==> src/rtl/vga_sync_monitor.sv <==
// vga_sync_monitor: checks the sync/blank geometry of a VGA output bus.
// VGA_CLK is treated as data and sampled in the Clk_50MHz domain; every
// rising edge of it is one pixel strobe. Sync periods, sync widths and
// blanking geometry are measured and compared against the parameters,
// giving a lock indication plus sticky error flags.
// Optional per-frame RGB checksum: define VGA_MON_CHECKSUM_EN.
module vga_sync_monitor #(
  parameter int unsigned H_TOTAL  = 800,
  parameter int unsigned H_SYNC   = 96,
  parameter int unsigned H_ACTIVE = 640,
  parameter int unsigned V_TOTAL  = 525,
  parameter int unsigned V_SYNC   = 2,
  parameter int unsigned V_ACTIVE = 480
) (
  input  logic        Clk_50MHz,
  input  logic        Reset,
  input  logic        VGA_CLK,
  input  logic        VGA_HS,
  input  logic        VGA_VS,
  input  logic        VGA_BLANK_N,
  input  logic [7:0]  Red,
  input  logic [7:0]  Green,
  input  logic [7:0]  Blue,
  input  logic        Clr_Err,
  output logic        Locked,
  output logic        Err_Hsync,
  output logic        Err_Vsync,
  output logic        Err_Blank,
  output logic        Frame_Done,
  output logic [15:0] Frame_Count,
  output logic [10:0] Last_Pixels,
  output logic [9:0]  Last_Lines,
  output logic [31:0] Frame_Sum
);

  typedef enum logic [1:0] {SEARCH, MEASURE, LOCKED} state_e;

  localparam logic [10:0] H_TOTAL_C  = 11'(H_TOTAL);
  localparam logic [10:0] H_SYNC_C   = 11'(H_SYNC);
  localparam logic [10:0] H_ACTIVE_C = 11'(H_ACTIVE);
  localparam logic [9:0]  V_TOTAL_C  = 10'(V_TOTAL);
  localparam logic [9:0]  V_SYNC_C   = 10'(V_SYNC);
  localparam logic [9:0]  V_ACTIVE_C = 10'(V_ACTIVE);

  function automatic logic [10:0] sat11(input logic [10:0] v);
    return (v == '1) ? v : v + 11'd1;
  endfunction

  function automatic logic [9:0] sat10(input logic [9:0] v);
    return (v == '1) ? v : v + 10'd1;
  endfunction

  // Pixel strobe and sampled-sync edge detection
  logic vga_clk_q;
  logic hs_q, hs_d, vs_q, vs_d;
  logic pix_en, hs_fall, hs_rise, vs_fall, vs_rise;

  assign pix_en  = VGA_CLK & ~vga_clk_q;
  assign hs_fall = pix_en &  hs_q & ~VGA_HS;
  assign hs_rise = pix_en & ~hs_q &  VGA_HS;
  assign vs_fall = pix_en &  vs_q & ~VGA_VS;
  assign vs_rise = pix_en & ~vs_q &  VGA_VS;

  // Measurement counters
  logic [10:0] pix_cnt_q, pix_cnt_d;
  logic [10:0] hs_low_q, hs_low_d;
  logic [10:0] act_pix_q, act_pix_d;
  logic [9:0]  line_cnt_q, line_cnt_d;
  logic [9:0]  vs_low_q, vs_low_d;
  logic [9:0]  act_lines_q, act_lines_d;
  logic [10:0] last_pix_q, last_pix_d;
  logic [9:0]  last_lines_q, last_lines_d;
  logic [9:0]  line_after, act_lines_after;

  // Control and status
  state_e      state_q, state_d;
  logic        frame_bad_q, frame_bad_d;
  logic        err_h_q, err_h_d, err_v_q, err_v_d, err_b_q, err_b_d;
  logic        frame_done_q, frame_done_d;
  logic [15:0] frame_cnt_q, frame_cnt_d;
  logic        chk_en, h_err, v_err, b_err, any_err;

  // Counter next-state; a line end coinciding with a frame end is folded
  // into the frame totals (line_after/act_lines_after) before they clear.
  always_comb begin
    hs_d            = hs_q;
    vs_d            = vs_q;
    pix_cnt_d       = pix_cnt_q;
    hs_low_d        = hs_low_q;
    act_pix_d       = act_pix_q;
    line_cnt_d      = line_cnt_q;
    vs_low_d        = vs_low_q;
    act_lines_d     = act_lines_q;
    last_pix_d      = last_pix_q;
    last_lines_d    = last_lines_q;
    line_after      = line_cnt_q;
    act_lines_after = act_lines_q;
    if (hs_fall) begin
      line_after = sat10(line_cnt_q);
      if (act_pix_q != '0) act_lines_after = sat10(act_lines_q);
    end
    if (pix_en) begin
      hs_d = VGA_HS;
      vs_d = VGA_VS;
      if (hs_fall) begin
        pix_cnt_d  = 11'd1;
        hs_low_d   = 11'd1;
        act_pix_d  = {10'd0, VGA_BLANK_N};
        last_pix_d = pix_cnt_q;
      end else begin
        pix_cnt_d = sat11(pix_cnt_q);
        if (!VGA_HS)     hs_low_d  = sat11(hs_low_q);
        if (VGA_BLANK_N) act_pix_d = sat11(act_pix_q);
      end
      line_cnt_d  = line_after;
      act_lines_d = act_lines_after;
      if (vs_fall) begin
        line_cnt_d   = '0;
        act_lines_d  = '0;
        last_lines_d = line_after;
        vs_low_d     = {9'd0, hs_fall};
      end else if (hs_fall && !VGA_VS) begin
        vs_low_d = sat10(vs_low_q);
      end
    end
  end

  // Geometry checks, evaluated at the edges that close a measurement
  always_comb begin
    chk_en  = (state_q != SEARCH);
    h_err   = (hs_fall && (pix_cnt_q != H_TOTAL_C)) ||
              (hs_rise && (hs_low_q != H_SYNC_C));
    v_err   = (vs_fall && (line_after != V_TOTAL_C)) ||
              (vs_rise && (vs_low_q != V_SYNC_C));
    b_err   = (hs_fall && (act_pix_q != '0) && (act_pix_q != H_ACTIVE_C)) ||
              (vs_fall && (act_lines_after != V_ACTIVE_C));
    any_err = chk_en && (h_err || v_err || b_err);
  end

  // Lock FSM next-state plus sticky flags and frame bookkeeping
  always_comb begin
    state_d      = state_q;
    frame_bad_d  = vs_fall ? 1'b0 : (frame_bad_q | any_err);
    err_h_d      = Clr_Err ? 1'b0 : err_h_q;
    err_v_d      = Clr_Err ? 1'b0 : err_v_q;
    err_b_d      = Clr_Err ? 1'b0 : err_b_q;
    frame_done_d = vs_fall && chk_en;
    frame_cnt_d  = frame_cnt_q;
    if (chk_en && h_err) err_h_d = 1'b1;
    if (chk_en && v_err) err_v_d = 1'b1;
    if (chk_en && b_err) err_b_d = 1'b1;
    if (vs_fall && (state_q == LOCKED)) frame_cnt_d = frame_cnt_q + 16'd1;
    unique case (state_q)
      SEARCH:  if (vs_fall) state_d = MEASURE;
      MEASURE: if (vs_fall && !frame_bad_q && !any_err) state_d = LOCKED;
      LOCKED:  if (any_err) state_d = MEASURE;
      default: state_d = SEARCH;
    endcase
  end

  // State and measurement registers
  always_ff @(posedge Clk_50MHz or posedge Reset) begin
    if (Reset) begin
      vga_clk_q    <= 1'b0;
      hs_q         <= 1'b0;
      vs_q         <= 1'b0;
      pix_cnt_q    <= '0;
      hs_low_q     <= '0;
      act_pix_q    <= '0;
      line_cnt_q   <= '0;
      vs_low_q     <= '0;
      act_lines_q  <= '0;
      last_pix_q   <= '0;
      last_lines_q <= '0;
      state_q      <= SEARCH;
      frame_bad_q  <= 1'b0;
      err_h_q      <= 1'b0;
      err_v_q      <= 1'b0;
      err_b_q      <= 1'b0;
      frame_done_q <= 1'b0;
      frame_cnt_q  <= '0;
    end else begin
      vga_clk_q    <= VGA_CLK;
      hs_q         <= hs_d;
      vs_q         <= vs_d;
      pix_cnt_q    <= pix_cnt_d;
      hs_low_q     <= hs_low_d;
      act_pix_q    <= act_pix_d;
      line_cnt_q   <= line_cnt_d;
      vs_low_q     <= vs_low_d;
      act_lines_q  <= act_lines_d;
      last_pix_q   <= last_pix_d;
      last_lines_q <= last_lines_d;
      state_q      <= state_d;
      frame_bad_q  <= frame_bad_d;
      err_h_q      <= err_h_d;
      err_v_q      <= err_v_d;
      err_b_q      <= err_b_d;
      frame_done_q <= frame_done_d;
      frame_cnt_q  <= frame_cnt_d;
    end
  end

  assign Locked      = (state_q == LOCKED);
  assign Err_Hsync   = err_h_q;
  assign Err_Vsync   = err_v_q;
  assign Err_Blank   = err_b_q;
  assign Frame_Done  = frame_done_q;
  assign Frame_Count = frame_cnt_q;
  assign Last_Pixels = last_pix_q;
  assign Last_Lines  = last_lines_q;

`ifdef VGA_MON_CHECKSUM_EN
  logic [31:0] acc_q, acc_d, sum_q, sum_d, rgb_sum;

  assign rgb_sum = 32'(Red) + 32'(Green) + 32'(Blue);

  // Accumulate visible pixels; a frame end snapshots the total and restarts
  always_comb begin
    acc_d = acc_q;
    sum_d = sum_q;
    if (pix_en) begin
      if (VGA_BLANK_N) acc_d = acc_q + rgb_sum;
      if (vs_fall) begin
        sum_d = acc_d;
        acc_d = '0;
      end
    end
  end

  // Checksum registers
  always_ff @(posedge Clk_50MHz or posedge Reset) begin
    if (Reset) begin
      acc_q <= '0;
      sum_q <= '0;
    end else begin
      acc_q <= acc_d;
      sum_q <= sum_d;
    end
  end

  assign Frame_Sum = sum_q;
`else
  logic unused_rgb;
  assign unused_rgb = ^{Red, Green, Blue};
  assign Frame_Sum  = '0;
`endif

endmodule

==> config.mk <==
export PLATFORM = sky130hd
export DESIGN_NAME = vga_sync_monitor
export DESIGN_NICKNAME = d
export VERILOG_FILES = /design/src/rtl/vga_sync_monitor.sv
export SDC_FILE = /design/constraint.sdc
export NUM_CORES = 1
export LEC_CHECK = 0
export CAP_MARGIN = 20
export CORE_UTILIZATION = 45
export DETAILED_ROUTE_END_ITERATION = 6
export GPL_TIMING_DRIVEN = 0
export MAX_ROUTING_LAYER = met4
export PLACE_DENSITY = 0.8
export SYNTH_ARGS = -nofsm -noshare
export SYNTH_HDL_FRONTEND = slang
export SYNTH_SLANG_ARGS = --single-unit
export TNS_END_PERCENT = 20
==> constraint.sdc <==
create_clock -name Clk_50MHz -period 4.9 [get_ports Clk_50MHz]
set_input_delay 0.98 -clock Clk_50MHz [delete_from_list [all_inputs] [get_ports Clk_50MHz]]
set_output_delay 0.98 -clock Clk_50MHz [all_outputs]
set_load 0.05 [all_outputs]
==> impl_metrics.csv <==
group,metric,value,unit
pwr,power.total,2460,uW
placement,port_buffers,48,
critical_path,r2r_end,"frame_bad_q",
cells_and_area,area_growth,19.2,%
synthesis,syn-cell-area,5880,sq um
route,viasPerCell,5.12,
die,ios,105,
sta,whs,0.478,ns
cts,cts_setup_buffers,0,
pwr,power_density,352,nW/um^2
cts,cts_made_buffers,9,
sta,period_share,72.0,%
synthesis,yosysWarnings,0,
critical_path,cp.required,5.14,ns
critical_path,endpoint,"frame_bad_q",
die,start_util,46.4,%
cts,ctsResizeCount,0,
route,wl_met3,484,um
cells_and_area,fillers,1115,
critical_path,worstSetupPathType,"input port to flop",
synthesis,syn_inst,625,
grt,grt_pass1_wl,20.0,mm
critical_path,crit_family,"simple AND/OR/NAND/NOR gates",
sta,slew_violations,0,
placement,dpl.cell_count,877,
grt,antenna_found_initial,0,
placement,gp_congestion,0.863,
route,met1Wirelength,5.50,mm
critical_path,critPathLaunchType,"input port",
grt,grt_max_degree,59,
critical_path,reg2regPathDepth,8,
cts,ctsHoldBuffers,0,
cts,htree_levels,3,
critical_path,cp_slowest_cell,"clkdlybuf4s50_1",
critical_path,ff2ff_setup_slack,1.99,ns
synthesis,synth_edf_count,0,
route,dr.pass1.iters,4,
route,vias,4570,
min_path,hold_class,"flop to flop",
cells_and_area,final_nets,758,
cts,cts_root_buf,"clkbuf_16",
placement,post-place-ws,1.09,ns
synthesis,synth_ff_type,"dfrtp_1",
pwr,power.leakage,0.00321,uW
synthesis,synth_area_per_cell,9.40,sq um
die,core,12700,sq um
cells_and_area,n_antenna_cell,0,
route,drt_iter0_markers,308,
run_status,outcome,"finished clean",
critical_path,worst-path-buf-inv,1,
cts,cts_buffer_depth,2,
cts,cts_tree,"yes",
synthesis,ys_seq_area_share,46.8,%
route,drc,0,
die,rows,41,
die,die_h,116,um
sta,slew-limit-headroom,52.8,%
sta,finalSetupViolCount,0,
route,wl_per_cell,13.2,um
sta,hold_viol_final,0,
sta,period_minus_slack,3.53,ns
route,routed.top_layer,"met4",
cts,clock_latency,0.35,ns
sta,clock_skew,0.00715,ns
sta,setup_ws,1.37,ns
critical_path,crit_fanout,7,
critical_path,startpoint,"VGA_HS",
critical_path,critPathArrivalTime,3.77,ns
grt,grt.total_usage,19.3,%
sta,fmax,283,MHz
synthesis,synthDistinctLibCells,71,
critical_path,end_kind,"flop",
route,drt-total-wl,11.8,mm
critical_path,cp_cell_sequence,"clkdlybuf4s50_1, nand4bb_4, nor4_1, mux2i_1, o221ai_1, o31ai_1, nand3_1, o21a_1",
placement,dp_hpwl,8.53,mm
synthesis,ys_ff_latch,110,
sta,rsz0062_at_grt,"false",
route,ant_nets,0,
critical_path,r2r_start,"line_cnt_q[0]",
cts,cts_sinks,110,
die,die_w,116,um
pwr,ir_worst_vdd,0.199,mV
sta,worst_pin_slew,0.708,ns
grt,grt_remaining_overflow,0,
cells_and_area,drive_above_1_share,10.5,%
critical_path,max_stage_delay,0.54,ns
cts,clk_pin_slew,0.07,ns
grt,grt_pass1_vias,4183,
die,die_area,13500,sq um
run,drv_cap,0,
critical_path,path_depth,8,
route,wl_met2,5.69,mm
synthesis,async_reset_ff_share,100,%
cells_and_area,instances_no_fill,893,
==> placed cells by master, fill, tap and decap left out, drive strengths merged, types with 2 or more instances in the layout <==
master,instances
a41oi,2
inv,22
nand2b,7
a311oi,2
nand4,19
nor3,13
nor4b,4
nand4b,3
nand3,23
a21oi,20
conb,32
xor2,29
xnor2,23
ha,11
clkdlybuf4s50,48
o2111ai,2
nand2,85
buf,38
nor2b,3
and4,8
nor3b,5
or3,7
clkbuf,25
a31o,2
and3,14
a211oi,2
clkinv,4
mux2i,7
a31oi,6
a311o,2
o2bb2ai,2
o21a,2
and2,5
nor4,9
nor2,73
dfrtp,110
o21ai,32
o31ai,2
==> flip-flops by register name, summed over array words and instances, names as in the netlist, 11 cells and up <==
| name | cells |
|---|---|
| hs_low_q | 11 |
| act_pix_q | 11 |
| pix_cnt_q | 11 |
| Last_Pixels | 11 |
| Frame_Count | 16 |
==> worst min-delay path by stage <==
stage | start | end | slack (ns) | cells past startpoint
3_3_place_gp | Last_Lines[8] | Last_Lines[8] | 0.46 | 2
2_1_floorplan | hs_low_q[10] | hs_low_q[10] | 0.48 | 2
4_1_cts | Last_Pixels[6] | Last_Pixels[6] | 0.48 | 2
6_report | Last_Pixels[6] | Last_Pixels[6] | 0.48 | 2
5_1_grt | Last_Pixels[3] | Last_Pixels[3] | 0.50 | 2
3_5_place_dp | Last_Pixels[6] | Last_Pixels[6] | 0.47 | 2
==> cell families after synthesis <==
| family | synth area share [%] |
|---|---|
| fa+ha+maj | 2.34 |
| mux | 1.38 |
| compound gates | 9.86 |
| buf+inv | 6.75 |
| flops | 46.8 |
| other cells | 0.0638 |
| xor+xnor | 7.75 |
| simple gates | 25.0 |
==> area by class of cell <==
type / instances / area [sq um] / share of cell area, %
tap: 172 / 215 / 3.07
buffer: 50 / 314 / 4.48
sequential: 110 / 2750 / 39.3
timing repair buffer: 49 / 508 / 7.25
clock inverter: 4 / 31.3 / 0.446
clock buffer: 12 / 256 / 3.66
inverter: 22 / 85.1 / 1.21
multi-input combinational: 474 / 2840 / 40.6
==> tightest hold or removal path, delay by kind of cell (launching register included) <==
family | cells | cell delay (ns)
flops | 1 | 0.34
simple gates | 2 | 0.10
==> synthesized netlist by cell type (7+ instances only) <==
library cell,count,area (sq um)
xor2_1,29,254
and3_1,13,81.3
nor4_1,7,43.8
clkbuf_1,12,45.0
a21oi_1,20,100
nor3_1,13,65.1
xnor2_1,23,201
buf_4,32,240
nand2_1,84,315
dfrtp_1,110,2750
nand3_1,22,110
nor2_1,72,270
nand4_1,18,113
nand2b_1,7,43.8
inv_1,22,82.6
ha_1,11,138
mux2i_1,7,70.1
o21ai_0,32,160
==> power breakdown <==
group          internal (uW)  switching, uW
clock                    375            322
combinational            224            396
sequential              1020            122
total                   1620            840
==> routing by layer <==
layer	track usage (%)	vias up
li1	-	2291
met4	5.04	0
met3	4.72	11
met5	-	-
met2	29.7	79
met1	25.5	2189
==> stage by stage <==
| step | util [%] | area [sq um] | TNS (ns) |
|---|---|---|---|
| after floorplan | - | 5990 | 0 |
| after global placement | 52.8 | 6690 | -57.50 |
| after detailed placement | 53.0 | 6720 | 0 |
| after CTS | 55.3 | 7010 | 0 |
| after global routing | 55.3 | 7010 | 0 |
| final | 55.3 | 7010 | 0 |
(Power assumes the default switching activity.)
